--- src/rtl/ppu_pkg.sv ---
// Shared posit/PIF definitions for the posit processing unit.
// Field widths of the PIF operand word are derived from the posit width N and
// the exponent field width ES; pif_t is laid out in the same order the ops
// stage unpacks it: {sign, te, mant}.
package ppu_pkg;

    // Signed total-exponent width: room for k*2^ES plus the exponent field.
    function automatic int te_size(input int n, input int es);
        return es + $clog2(n) + 1;
    endfunction

    // Mantissa includes the hidden leading one.
    function automatic int mant_size(input int n);
        return n - 2;
    endfunction

    function automatic int pif_size(input int n, input int es);
        return 1 + te_size(n, es) + mant_size(n);
    endfunction

    localparam int N_DEFAULT  = 16;
    localparam int ES_DEFAULT = 1;
    localparam int TE_SIZE    = te_size(N_DEFAULT, ES_DEFAULT);
    localparam int MANT_SIZE  = mant_size(N_DEFAULT);
    localparam int PIF_SIZE   = pif_size(N_DEFAULT, ES_DEFAULT);

    typedef struct packed {
        logic                 sign;
        logic [TE_SIZE-1:0]   te;
        logic [MANT_SIZE-1:0] mant;
    } pif_t;

endpackage

--- src/rtl/posit_decode_pipe_lzc.sv ---
// Leading-zero counter: count of zeros above the most significant set bit.
// An all-zero input reports count = WIDTH and raises all_zero.
module lzc #(
    parameter  int WIDTH = 15,
    localparam int CW    = $clog2(WIDTH + 1)
) (
    input  logic [WIDTH-1:0] in_vec,
    output logic [CW-1:0]    count,
    output logic             all_zero
);

    // Scan upwards so the highest set bit has the final say.
    always_comb begin
        count = CW'(WIDTH);
        for (int i = 0; i < WIDTH; i++) begin
            if (in_vec[i]) begin
                count = CW'(WIDTH - 1 - i);
            end
        end
    end

    assign all_zero = (in_vec == '0);

endmodule

--- src/rtl/posit_decode_pipe.sv ---
// Streaming posit-to-PIF decoder, two pipeline stages sharing one advance
// enable. Stage 1 takes the absolute value and flags zero/NaR; stage 2
// decodes regime, exponent and fraction into {sign, te, mant}.
// Optional build macro PPU_DECODE_STATS_EN adds saturating output counters
// (stat_count, stat_nar); the datapath is the same either way.
module posit_decode_pipe
    import ppu_pkg::*;
#(
    parameter  int N      = 16,
    parameter  int ES     = 1,
    localparam int TE_W   = te_size(N, ES),
    localparam int MANT_W = mant_size(N),
    localparam int PIF_W  = pif_size(N, ES)
) (
    input  logic             clk,
    input  logic             rst,
    input  logic             in_valid,
    output logic             in_ready,
    input  logic [N-1:0]     in_posit,
    output logic             out_valid,
    input  logic             out_ready,
    output logic [PIF_W-1:0] out_pif,
    output logic             out_is_zero,
    output logic             out_is_nar
`ifdef PPU_DECODE_STATS_EN
    ,
    output logic [15:0]      stat_count,
    output logic [15:0]      stat_nar
`endif
);

    localparam int RW = N - 1;            // body width below the sign bit
    localparam int CW = $clog2(RW + 1);   // regime run-length width
    localparam int FW = RW - 1 - ES;      // fraction bits left after min regime + exponent
    localparam logic [N-1:0] NAR_WORD = {1'b1, {(N-1){1'b0}}};

    logic advance;

    logic          s1_valid_q, s1_valid_d;
    logic          s1_sign_q,  s1_sign_d;
    logic [RW-1:0] s1_body_q,  s1_body_d;
    logic          s1_zero_q,  s1_zero_d;
    logic          s1_nar_q,   s1_nar_d;

    logic             out_valid_q, out_valid_d;
    logic [PIF_W-1:0] out_pif_q,   out_pif_d;
    logic             out_zero_q,  out_zero_d;
    logic             out_nar_q,   out_nar_d;

    // Whole pipe moves together; it only freezes while the output is held.
    assign advance  = !out_valid_q || out_ready;
    assign in_ready = advance;

    // Stage 1: sign, magnitude below the sign bit, special-value flags.
    always_comb begin
        s1_valid_d = s1_valid_q;
        s1_sign_d  = s1_sign_q;
        s1_body_d  = s1_body_q;
        s1_zero_d  = s1_zero_q;
        s1_nar_d   = s1_nar_q;
        if (advance) begin
            s1_valid_d = in_valid;
            if (in_valid) begin
                s1_sign_d = in_posit[N-1];
                // Low N-1 bits of the two's complement negation.
                s1_body_d = in_posit[N-1] ? (~in_posit[RW-1:0] + RW'(1)) : in_posit[RW-1:0];
                s1_zero_d = (in_posit == '0);
                s1_nar_d  = (in_posit == NAR_WORD);
            end
        end
    end

    // Regime run length: leading zeros of the body with the run bit folded out.
    logic          run_bit;
    logic [RW-1:0] run_vec;
    logic [CW-1:0] run_len;
    logic          run_all;

    assign run_bit = s1_body_q[RW-1];
    assign run_vec = s1_body_q ^ {RW{run_bit}};

    lzc #(.WIDTH(RW)) u_lzc (
        .in_vec   (run_vec),
        .count    (run_len),
        .all_zero (run_all)
    );

    logic [RW-2:0]     rem_bits;
    logic [ES-1:0]     exp_bits;
    logic [FW-1:0]     frac_bits;
    logic [TE_W-1:0]   k_val;
    logic [TE_W-1:0]   te_val;
    logic [MANT_W-1:0] mant_val;
    logic [PIF_W-1:0]  pif_val;

    // Stage 2 decode: drop regime + terminator, then split exponent and fraction.
    always_comb begin
        // Shifting body[RW-2:0] by r equals shifting the body by r+1 (run plus terminator).
        rem_bits  = run_all ? '0 : (s1_body_q[RW-2:0] << run_len);
        exp_bits  = rem_bits[RW-2 -: ES];
        frac_bits = rem_bits[FW-1:0];
        k_val     = run_bit ? (TE_W'(run_len) - TE_W'(1)) : (TE_W'(0) - TE_W'(run_len));
        te_val    = (k_val << ES) + TE_W'(exp_bits);
        mant_val  = MANT_W'({1'b1, frac_bits}) << (MANT_W - 1 - FW);
        pif_val   = {s1_sign_q, te_val, mant_val};
        if (s1_zero_q || s1_nar_q) begin
            pif_val = '0;
        end
    end

    // Output stage: load a decoded word when one is present, else hold.
    always_comb begin
        out_valid_d = out_valid_q;
        out_pif_d   = out_pif_q;
        out_zero_d  = out_zero_q;
        out_nar_d   = out_nar_q;
        if (advance) begin
            out_valid_d = s1_valid_q;
            if (s1_valid_q) begin
                out_pif_d  = pif_val;
                out_zero_d = s1_zero_q;
                out_nar_d  = s1_nar_q;
            end
        end
    end

    // Pipeline registers; reset drops everything in flight.
    always_ff @(posedge clk) begin
        if (rst) begin
            s1_valid_q  <= 1'b0;
            s1_sign_q   <= 1'b0;
            s1_body_q   <= '0;
            s1_zero_q   <= 1'b0;
            s1_nar_q    <= 1'b0;
            out_valid_q <= 1'b0;
            out_pif_q   <= '0;
            out_zero_q  <= 1'b0;
            out_nar_q   <= 1'b0;
        end else begin
            s1_valid_q  <= s1_valid_d;
            s1_sign_q   <= s1_sign_d;
            s1_body_q   <= s1_body_d;
            s1_zero_q   <= s1_zero_d;
            s1_nar_q    <= s1_nar_d;
            out_valid_q <= out_valid_d;
            out_pif_q   <= out_pif_d;
            out_zero_q  <= out_zero_d;
            out_nar_q   <= out_nar_d;
        end
    end

    assign out_valid   = out_valid_q;
    assign out_pif     = out_pif_q;
    assign out_is_zero = out_zero_q;
    assign out_is_nar  = out_nar_q;

`ifdef PPU_DECODE_STATS_EN
    logic        out_xfer;
    logic [15:0] stat_count_q, stat_count_d;
    logic [15:0] stat_nar_q,   stat_nar_d;

    assign out_xfer = out_valid_q && out_ready;

    // Saturating counts of words leaving on the output handshake.
    always_comb begin
        stat_count_d = stat_count_q;
        stat_nar_d   = stat_nar_q;
        if (out_xfer && (stat_count_q != 16'hFFFF)) begin
            stat_count_d = stat_count_q + 16'd1;
        end
        if (out_xfer && out_nar_q && (stat_nar_q != 16'hFFFF)) begin
            stat_nar_d = stat_nar_q + 16'd1;
        end
    end

    // Counter registers.
    always_ff @(posedge clk) begin
        if (rst) begin
            stat_count_q <= '0;
            stat_nar_q   <= '0;
        end else begin
            stat_count_q <= stat_count_d;
            stat_nar_q   <= stat_nar_d;
        end
    end

    assign stat_count = stat_count_q;
    assign stat_nar   = stat_nar_q;
`endif

endmodule

--- config.mk ---
export PLATFORM = sky130hd
export DESIGN_NAME = posit_decode_pipe
export DESIGN_NICKNAME = d
export VERILOG_FILES = /design/src/rtl/ppu_pkg.sv /design/src/rtl/posit_decode_pipe_lzc.sv /design/src/rtl/posit_decode_pipe.sv
export SDC_FILE = /design/constraint.sdc
export NUM_CORES = 1
export LEC_CHECK = 0
export CAP_MARGIN = 20
export CELL_PAD_IN_SITES_DETAIL_PLACEMENT = 1
export CELL_PAD_IN_SITES_GLOBAL_PLACEMENT = 1
export CORE_AREA = 4 4 91 93
export DETAILED_ROUTE_END_ITERATION = 8
export DIE_AREA = 0 0 95 97
export GPL_TIMING_DRIVEN = 0
export HOLD_SLACK_MARGIN = 0.1
export PLACE_DENSITY = 0.85
export SLEW_MARGIN = 20
export SYNTH_ARGS = -nofsm -noshare
export SYNTH_HDL_FRONTEND = slang
export SYNTH_SLANG_ARGS = --single-unit
--- constraint.sdc ---
create_clock -name clk -period 3.3 [get_ports clk]
set_input_delay 0.66 -clock clk [delete_from_list [all_inputs] [get_ports clk]]
set_output_delay 0.66 -clock clk [all_outputs]
set_load 0.005 [all_outputs]
* After elaboration in Yosys (flattened, before gate mapping)
Index checks and enable logic that the tools add are counted.
** Word-level totals
- Input port bits :: 20
- RAM bits :: 0
- Bits in registers :: 43
- Latch bits :: 0
- Output and inout port bits :: 25
- Bits in read-only memories :: 0
- Logic and storage cells :: 43
- Memories :: 0
** Cells by class
- Reductions and logical operators :: 7
- Multiplexer cells :: 19
- Bitwise operators :: 2
- Shifts and indexed selects :: 1
- Div/mod/pow operators :: 0
- Eq/ne operators :: 1
- Multipliers :: 0
- $lt $le $gt $ge :: 0
- $add $sub $neg :: 4
** Operators with widths (count)
- 2-to-1 mux 4 bit :: 8
- 2-to-1 mux 21 bit :: 1
- == test 16 bit, second input constant :: 1
- zero test 16 bit :: 1
- adder 15 x 1 -> 15 bit, second input constant :: 1
- zero test 15 bit :: 1
- 2-to-1 mux 15 bit :: 1
- NOT 15 bit :: 1
- bitwise XOR 15 bit :: 1
- 2-to-1 mux 14 bit :: 1
- left shift 14 x 4 -> 14 bit :: 1
- 2-to-1 mux 3 bit :: 4
- adder 6 x 1 -> 6 bit :: 1
- 2-to-1 mux 5 bit :: 1
- subtractor 1 x 4 -> 5 bit, first input constant :: 1
- subtractor 4 x 1 -> 5 bit, second input constant :: 1
- 2-to-1 mux 2 bit :: 2
- AND reduction 2 bit :: 2
- logical OR 1 bit :: 2
- zero test 1 bit :: 1
- 2-to-1 mux 1 bit :: 1

* Logic depth before layout (Yosys ltp)
Gate-level depths: netlist of run 1.
- Depth after elaboration :: 20
- Depth in mapped cells :: 11
- Mapped depth without buffers :: 10

* By module
From an unflattened synthesis of run 1, not the netlist that was laid out.
** Unflattened totals
- Cells, all modules :: 324
- Area total of the unflattened synthesis :: 2815.2 µm²
** Modules (own cells, without submodules)
- posit_decode_pipe :: sequential area each 860.8 µm², instances 1, cells an instance 298, area an instance 2631.3 µm²
- lzc :: sequential area each 0.0 µm², instances 1, cells an instance 26, area an instance 183.9 µm²

* Worst setup path after synthesis of run 1
No wires, ideal clock.
- Path kind :: reg-to-reg
- Start point :: register s1_body_q[1]
- End point :: register out_pif_q[17] (netlist: out_pif[17])
- Buffers on the path :: 2
- Cell stages (with the launch flop) :: 12
- Arrival time :: 2.269 ns
- Setup time :: 0.128 ns
- Data required time :: 3.172 ns
- Clock period less this slack :: 2.396 ns
- Path slack :: 0.904 ns
- Cell sequence :: dfxtp_1 -> buf_6 -> nand2b_4 -> a221o_1 -> o32a_2 -> a21oi_4 -> buf_12 -> ha_1 -> xor2_1 -> xnor2_1 -> a22oi_1 -> nor2_1
** On the way
- Longest elaborated chain between the ends :: 19
- Elaborated cells on any way between the ends :: 23
- Classes of those cells :: add/sub (3); shift (1); mux (17); bitwise (1); reduce/logical (1)
** RTL lines
- start: declaration :: line posit_decode_pipe.sv:41 : logic [RW-1:0] s1_body_q, s1_body_d;
- start signal: assignment :: line posit_decode_pipe.sv:142 : s1_body_q <= s1_body_d;
- bitwise XOR 15 bit :: line posit_decode_pipe.sv:80 : assign run_vec = s1_body_q ^ {RW{run_bit}};
- 2-to-1 mux 2 bit (2 in a row) :: line posit_decode_pipe_lzc.sv:16 : if (in_vec[i]) begin
- 2-to-1 mux 3 bit (4 in a row) :: line posit_decode_pipe_lzc.sv:16
- 2-to-1 mux 4 bit (8 in a row) :: line posit_decode_pipe_lzc.sv:16
- subtractor 1 x 4 -> 5 bit, or another cell as far along :: line posit_decode_pipe.sv:102 : k_val = run_bit ? (TE_W'(run_len) - TE_W'(1)) : (TE_W'(0) - TE_W'(run_len));
- 2-to-1 mux 5 bit / 2-to-1 mux 14 bit (equally long branches) :: line posit_decode_pipe.sv:102, posit_decode_pipe.sv:99
- adder 6 x 1 -> 6 bit (*) :: line posit_decode_pipe.sv:103 : te_val = (k_val << ES) + TE_W'(exp_bits);
- 2-to-1 mux 21 bit (*) :: line posit_decode_pipe.sv:106 : if (s1_zero_q || s1_nar_q) begin
- end signal: assignment :: line posit_decode_pipe.sv:146 : out_pif_q <= out_pif_d;
- end: declaration :: line posit_decode_pipe.sv:46 : logic [PIF_W-1:0] out_pif_q, out_pif_d;
Mark *: on every way between the ends. The rest lies on a longest branch, timed or not.
A chain may end at the register's enable or synchronous reset.

* Worst setup path after layout of run 1
- Start point :: register s1_body_q[12]
- End point :: register out_pif_q[10] (netlist: out_pif[10])
** On the way
- Longest elaborated chain between the ends :: 7
- Elaborated cells on any way between the ends :: 8
- Classes of those cells :: shift (1); mux (5); bitwise (1); reduce/logical (1)
** RTL lines
- bitwise XOR 15 bit :: line posit_decode_pipe.sv:80
- 2-to-1 mux 4 bit (3 in a row) :: line posit_decode_pipe_lzc.sv:16
- left shift 14 x 4 -> 14 bit :: line posit_decode_pipe.sv:99 : rem_bits = run_all ? '0 : (s1_body_q[RW-2:0] << run_len);
- 2-to-1 mux 14 bit (*) :: line posit_decode_pipe.sv:99
- 2-to-1 mux 21 bit (*) :: line posit_decode_pipe.sv:106
Marks and branches as above.

==> results of run 1 <==
## routing by layer
layer | wire [um] | global-route usage
met5 | 0 | 0
met4 | 186 | 0.0744
met3 | 422 | 0.0404
met2 | 4990 | 0.371
met1 | 4160 | 0.269
## area by class of cell
cell class              instances  share of cell area
plain buffers                  28              0.0503
clock buffers                   5              0.0192
clock inverters                 3              0.0122
inverters                      11              0.0115
multi-input cells             288               0.507
flip-flops and latches         43               0.241
well taps                     102              0.0357
repair buffers                 44               0.123
## worst min-delay path, delay by kind of cell (launching register included)
kind / cells / cell delay [ns]
AOI/OAI and AO/OA: 1 / 0.05
DFF: 1 / 0.32
and+or+nand+nor: 1 / 0.05
## final timing paths
check,from,to,slack (ns),cells past startpoint
worst max-delay path,s1_body_q[12],out_pif[10],0.20,8
worst min-delay path,out_is_zero,out_is_zero,0.47,2
worst max register to register,s1_body_q[12],out_pif[10],0.20,8
worst min register to register,out_is_zero,out_is_zero,0.47,2
## stage by stage
step | util | cells
2_1_floorplan | - | 370
3_3_place_gp | 0.460 | 516
3_5_place_dp | 0.460 | 516
4_1_cts | 0.475 | 524
5_1_grt | 0.475 | 524
6_report | 0.475 | 524
## cell families (layout without fill, tap and decap cells)
kind of cell | after synthesis | in the layout | synth area share
fa+ha+maj | 3 | 3 | 0.0121
buf+inv | 39 | 91 | 0.0765
flops | 43 | 43 | 0.297
compound gates | 103 | 103 | 0.245
xor+xnor | 20 | 20 | 0.0605
mux | 24 | 24 | 0.0838
simple gates | 138 | 138 | 0.225
## flip-flops by register name, indices dropped and copies added, names as in the netlist
signal,cells
s1_body_q,15
out_valid,1
s1_sign_q,1
s1_nar_q,1
s1_zero_q,1
out_pif,21
s1_valid_q,1
out_is_zero,1
out_is_nar,1
## timing repair
item | in CTS | in global routing
endpoints found under the hold margin | 0 | 0
gates resized for setup | 0 | 1
setup endpoints to repair | 0 | 1
## cells in the final DEF, fill, tap and decap left out, types with 4 or more instances in the layout
master	n
a211oi_1	15
a21oi_1	26
a22oi_1	11
a31oi_1	7
buf_4	5
clkbuf_1	17
clkbuf_8	5
clkdlybuf4s50_1	44
dfxtp_1	43
inv_1	9
mux2i_1	22
nand2_1	44
nand2b_1	8
nand3_1	7
nand4_1	4
nor2_1	41
nor2b_1	5
nor3_1	9
o21ai_0	14
or2_2	5
xnor2_1	7
xor2_1	13
## power groups by stage
| stage | clock network (mW) | registers (mW) | logic (mW) |
|---|---|---|---|
| 2_1_floorplan | 0 | 0.587 | 0.392 |
| 3_3_place_gp | 0 | 0.590 | 0.550 |
| 3_5_place_dp | 0 | 0.592 | 0.571 |
| 4_1_cts | 0.425 | 0.580 | 0.580 |
| 5_1_grt | 0.451 | 0.584 | 0.636 |
| 6_report | 0.423 | 0.580 | 0.589 |
==> metrics.txt, run 1 <==
Syn Inst Count=370; Leak=1.27 nW; final worst slack=0.195 ns; sequential share of power=0.364; routed vias/inst=5.88; final setup skew=0.0110 ns; FF/Latch Area=861 um^2; largest area contributor in the netlist=dfxtp_1; I/O Buffers=44; final hold viol count=0; Syn Area/Cell=7.83 um^2; CTS Root Cell=clkbuf_8; Area contributors post-synth=dfxtp_1, mux2i_1, nand2_1; critical path required time=between 3 and 4 ns; Fillers=971; Clock Tree Buf Depth=2; count of final setup violators=0; vias in the first global route=roughly 3,200; post-synth top area share=0.297; Die X=~95 um; post-route setup TNS=0 ns; status=finished, final reports clean; crit path max-delay cell type=o32ai_1; Worst-Skew Late Latency=0.31 ns; flops & latches, synth=43; critical path buffer and inverter count=2; Min-Delay Path Class=reg2reg; post-place setup slack=0.00783 ns; Reg clk slew, reported paths=0.09 ns; CTS tree=done; Total Power=between 1.5 and 2 mW; Hold-fix buffers, CTS=0; Post-Route WL=9.76 mm; number of antenna-violating nets in the routed design=0; DR WL/cell=between 15 and 20 um; clock share of power=0.266; Total Routing Usage GR=0.217; NetSw=0.563 mW; crit path cell chain=clkbuf_1 -> or2_2 -> o32ai_1 -> nand2_1 -> nor4_2 -> inv_1 -> a2bb2oi_1 -> a31oi_1; Slew headroom=0.363; row count=32; Yosys Warn Count=0; cell area power density=445 nW/um^2; nets@finish=443; design area=3580 um^2; Final Max Tran Viols=0; FMAX=0.322 GHz; H-tree depth=2; Tcrit/Tclk final=0.941; Final min period=roughly 3.1 ns; count leader, synth=nand2_1; mapped cell area=2900 um^2; largest net degree at the start of global routing=15; max incr delay on CP=0.79 ns; VDD IR max=266 uV; hpwl dp=~7 mm; Synth Net Count=392; Die Y=~97 um; Comb pwr share=0.370; I/O Pins=45; # Post-CTS Setup Buffers=0; number of max-cap violations=0; switching portion of total power=0.354; CTS sink count=43; WP data arrival=3.34 ns; first-pass GRT wire length=16.0 mm; clock buffer count from CTS=5; number of DRC markers in iteration 0=between 150 and 200; Post-synth EDFFs=0; First-pass DRT Iterations=4; FFs w/ async S/R, synth=0; post-synthesis cell type count=60; die area=9220 um^2; initial antenna violation count=0; worst slew pin tran=0.953 ns; vias post-DR=3,080; grt total ovfl=0; Power Internal=1.03 mW; P&R area growth vs syn=23.6%; top post-synthesis cells by count=nand2_1, dfxtp_1, nor2_1; peak fanout along the critical path=10; sequential area share after synthesis=0.297; critical path's top delay family=simple AND/OR/NAND/NOR gates; area of the multi-input gates=1820 um^2; area of the core=~7500 um^2; DP Area=~3500 um^2; Initial Util=0.385; hold_ws=0.467 ns; Top FF cell, synth=dfxtp_1; critical path class=reg2reg; n_diodes=0; share of cells above drive strength 1=0.0782; CP endpoint kind=flop; DRC=0; routability cong.=0.930; RSZ-0062 raised after global routing=false; crit start category=flop
Power figures use the tool's default switching activity.
==> run 2: changes to the inputs <==
==> constraint.sdc (replaced) <==
create_clock -name clk -period 3.1 [get_ports clk]
set_input_delay 0.62 -clock clk [delete_from_list [all_inputs] [get_ports clk]]
set_output_delay 0.62 -clock clk [all_outputs]
set_load 0.005 [all_outputs]
==> metrics.txt, run 2 (synthesis gave the netlist of run 1 again) <==
status=finished, final reports clean; critical path class=in2reg; number of max-cap violations=0 (unchanged); CTS Root Cell=clkbuf_8; final setup skew=0.00999 ns (-0.000981 ns); Min-Delay Path Class=reg2reg; Clock Tree Buf Depth=2 (unchanged); Post-Route WL=9.75 mm (-0.14%); First-pass DRT Iterations=5 (+1); cell area power density=473 nW/um^2 (+6.2%); Slew headroom=0.414 (+0.0511); final hold viol count=0 (unchanged); H-tree depth=2 (unchanged); peak fanout along the critical path=9 (-1); worst slew pin tran=0.872 ns (-0.0805 ns); I/O Pins=45 (unchanged); Worst-Skew Late Latency=0.31 ns (about the same); RSZ-0062 raised after global routing=true; post-CTS sizing=0 (unchanged); number of DRC markers in iteration 0=198 (+14%); Hold-fix buffers, CTS=0 (unchanged); initial antenna violation count=0 (unchanged); Tcrit/Tclk final=0.946; # Post-CTS Setup Buffers=0 (unchanged); first-pass GRT wire length=16.0 mm (unchanged); row count=32 (unchanged); hpwl dp=7.19 mm (unchanged); routed vias/inst=5.85 (-0.45%); largest net degree at the start of global routing=15 (unchanged); Register-to-Register Path Depth=8 (unchanged); number of antenna-violating nets in the routed design=0 (unchanged); Initial Util=0.385 (unchanged); VDD IR max=283 uV (+6.3%); vias post-DR=3,066 (-0.45%); Final min period=2.93 ns; Die X=95 um (unchanged); P&R area growth vs syn=23.9%; Total Power=1.70 mW (+6.4%); R2R Setup Slk=0.18 ns (-0.02 ns); vias in the first global route=3,170 (unchanged); area of the core=7530 um^2 (unchanged); CP endpoint kind=flop; FMAX=roughly 0.34 GHz; DRC=0 (unchanged); CTS tree=done; hold path cells=2 (unchanged); critical path required time=3.33 ns (-0.20 ns); post-place setup slack=-0.152 ns (-0.160 ns); Die Y=97 um (unchanged); Total Routing Usage GR=0.217 (unchanged); CTS sink count=43 (unchanged); most frequent cells in the layout=nand2_1, clkdlybuf4s50_1, dfxtp_1; n_diodes=0 (unchanged); final worst slack=0.168 ns (-0.0274 ns); WP data arrival=3.16 ns (-0.18 ns); clock buffer count from CTS=5 (unchanged); Largest register FFs=21 (unchanged); grt total ovfl=0 (unchanged); count of final setup violators=0 (unchanged); share of cells above drive strength 1=0.0829 (+0.00474); nets@finish=443 (unchanged); I/O Buffers=44 (unchanged); routability cong.=0.930 (unchanged); DR WL/cell=18.6 um (-0.14%); crit start category=primary input; Leak=1.28 nW (+0.41%); Reg clk slew, reported paths=0.09 ns (about the same); die area=9220 um^2 (unchanged); Final Max Tran Viols=0 (unchanged)
## run 2: through the flow
step | TNS [ns] | area, um^2 | hold WS, ns | instances | util
2_1_floorplan | 0 | 2900 | 0.436 | 370 | -
3_3_place_gp | -0.0583 | 3460 | 0.438 | 516 | 0.460
3_5_place_dp | -0.439 | 3460 | 0.449 | 516 | 0.460
4_1_cts | 0 | 3580 | 0.470 | 524 | 0.475
5_1_grt | -0.0805 | 3590 | 0.497 | 524 | 0.477
6_report | 0 | 3590 | 0.466 | 524 | 0.477
## run 2: worst paths after layout
check / startpoint / end
setup / recovery: out_ready / out_pif[10]
hold / removal: out_is_zero / out_is_zero
setup reg to reg: s1_body_q[8] / out_pif[10]
hold reg to reg: out_is_zero / out_is_zero
## run 2: critical path, stage by stage
cell             delay, ns
clkdlybuf4s50_1       0.45
nand2b_1              0.10
clkbuf_1              0.28
nand2_1               0.14
or3_1                 0.32
clkbuf_1              0.22
nor4_2                0.59
inv_1                 0.09
a2bb2oi_1             0.15
a31oi_1               0.22
## run 2: cell type report
| class | count | area, um^2 |
|---|---|---|
| plain buffers | 28 | 181 |
| clock buffers | 5 | 68.8 |
| clock inverters | 3 | 43.8 |
| fillers | 973 | 3940 |
| inverters | 11 | 41.3 |
| multi-input cells | 288 | 1820 |
| flip-flops and latches | 43 | 861 |
| well taps | 102 | 128 |
| repair buffers | 44 | 440 |
## run 2: report_power, final
part | internal (mW) | switching (mW)
clock | 0.240 | 0.209
combinational | 0.267 | 0.361
sequential | 0.590 | 0.0276
## run 2: metal layers
layer / GRT usage / share of wire / vias up
met2: 0.371 / 0.51 / 104
met4: 0.0744 / 0.021 / 0
met3: 0.0404 / 0.049 / 23
met1: 0.269 / 0.42 / 1497
met5: 0 / 0 / -
li1: - / - / 1442
==> run 3: changes to the inputs <==
--- a/config.mk
+++ b/config.mk
@@ -12,7 +12,6 @@
 export DETAILED_ROUTE_END_ITERATION = 8
 export DIE_AREA = 0 0 95 97
 export GPL_TIMING_DRIVEN = 0
-export HOLD_SLACK_MARGIN = 0.1
 export PLACE_DENSITY = 0.85
 export SLEW_MARGIN = 20
 export SYNTH_ARGS = -nofsm -noshare
==> results of run 3 <==
Same layout as run 2: the final DEF is identical, and so are final timing and power.
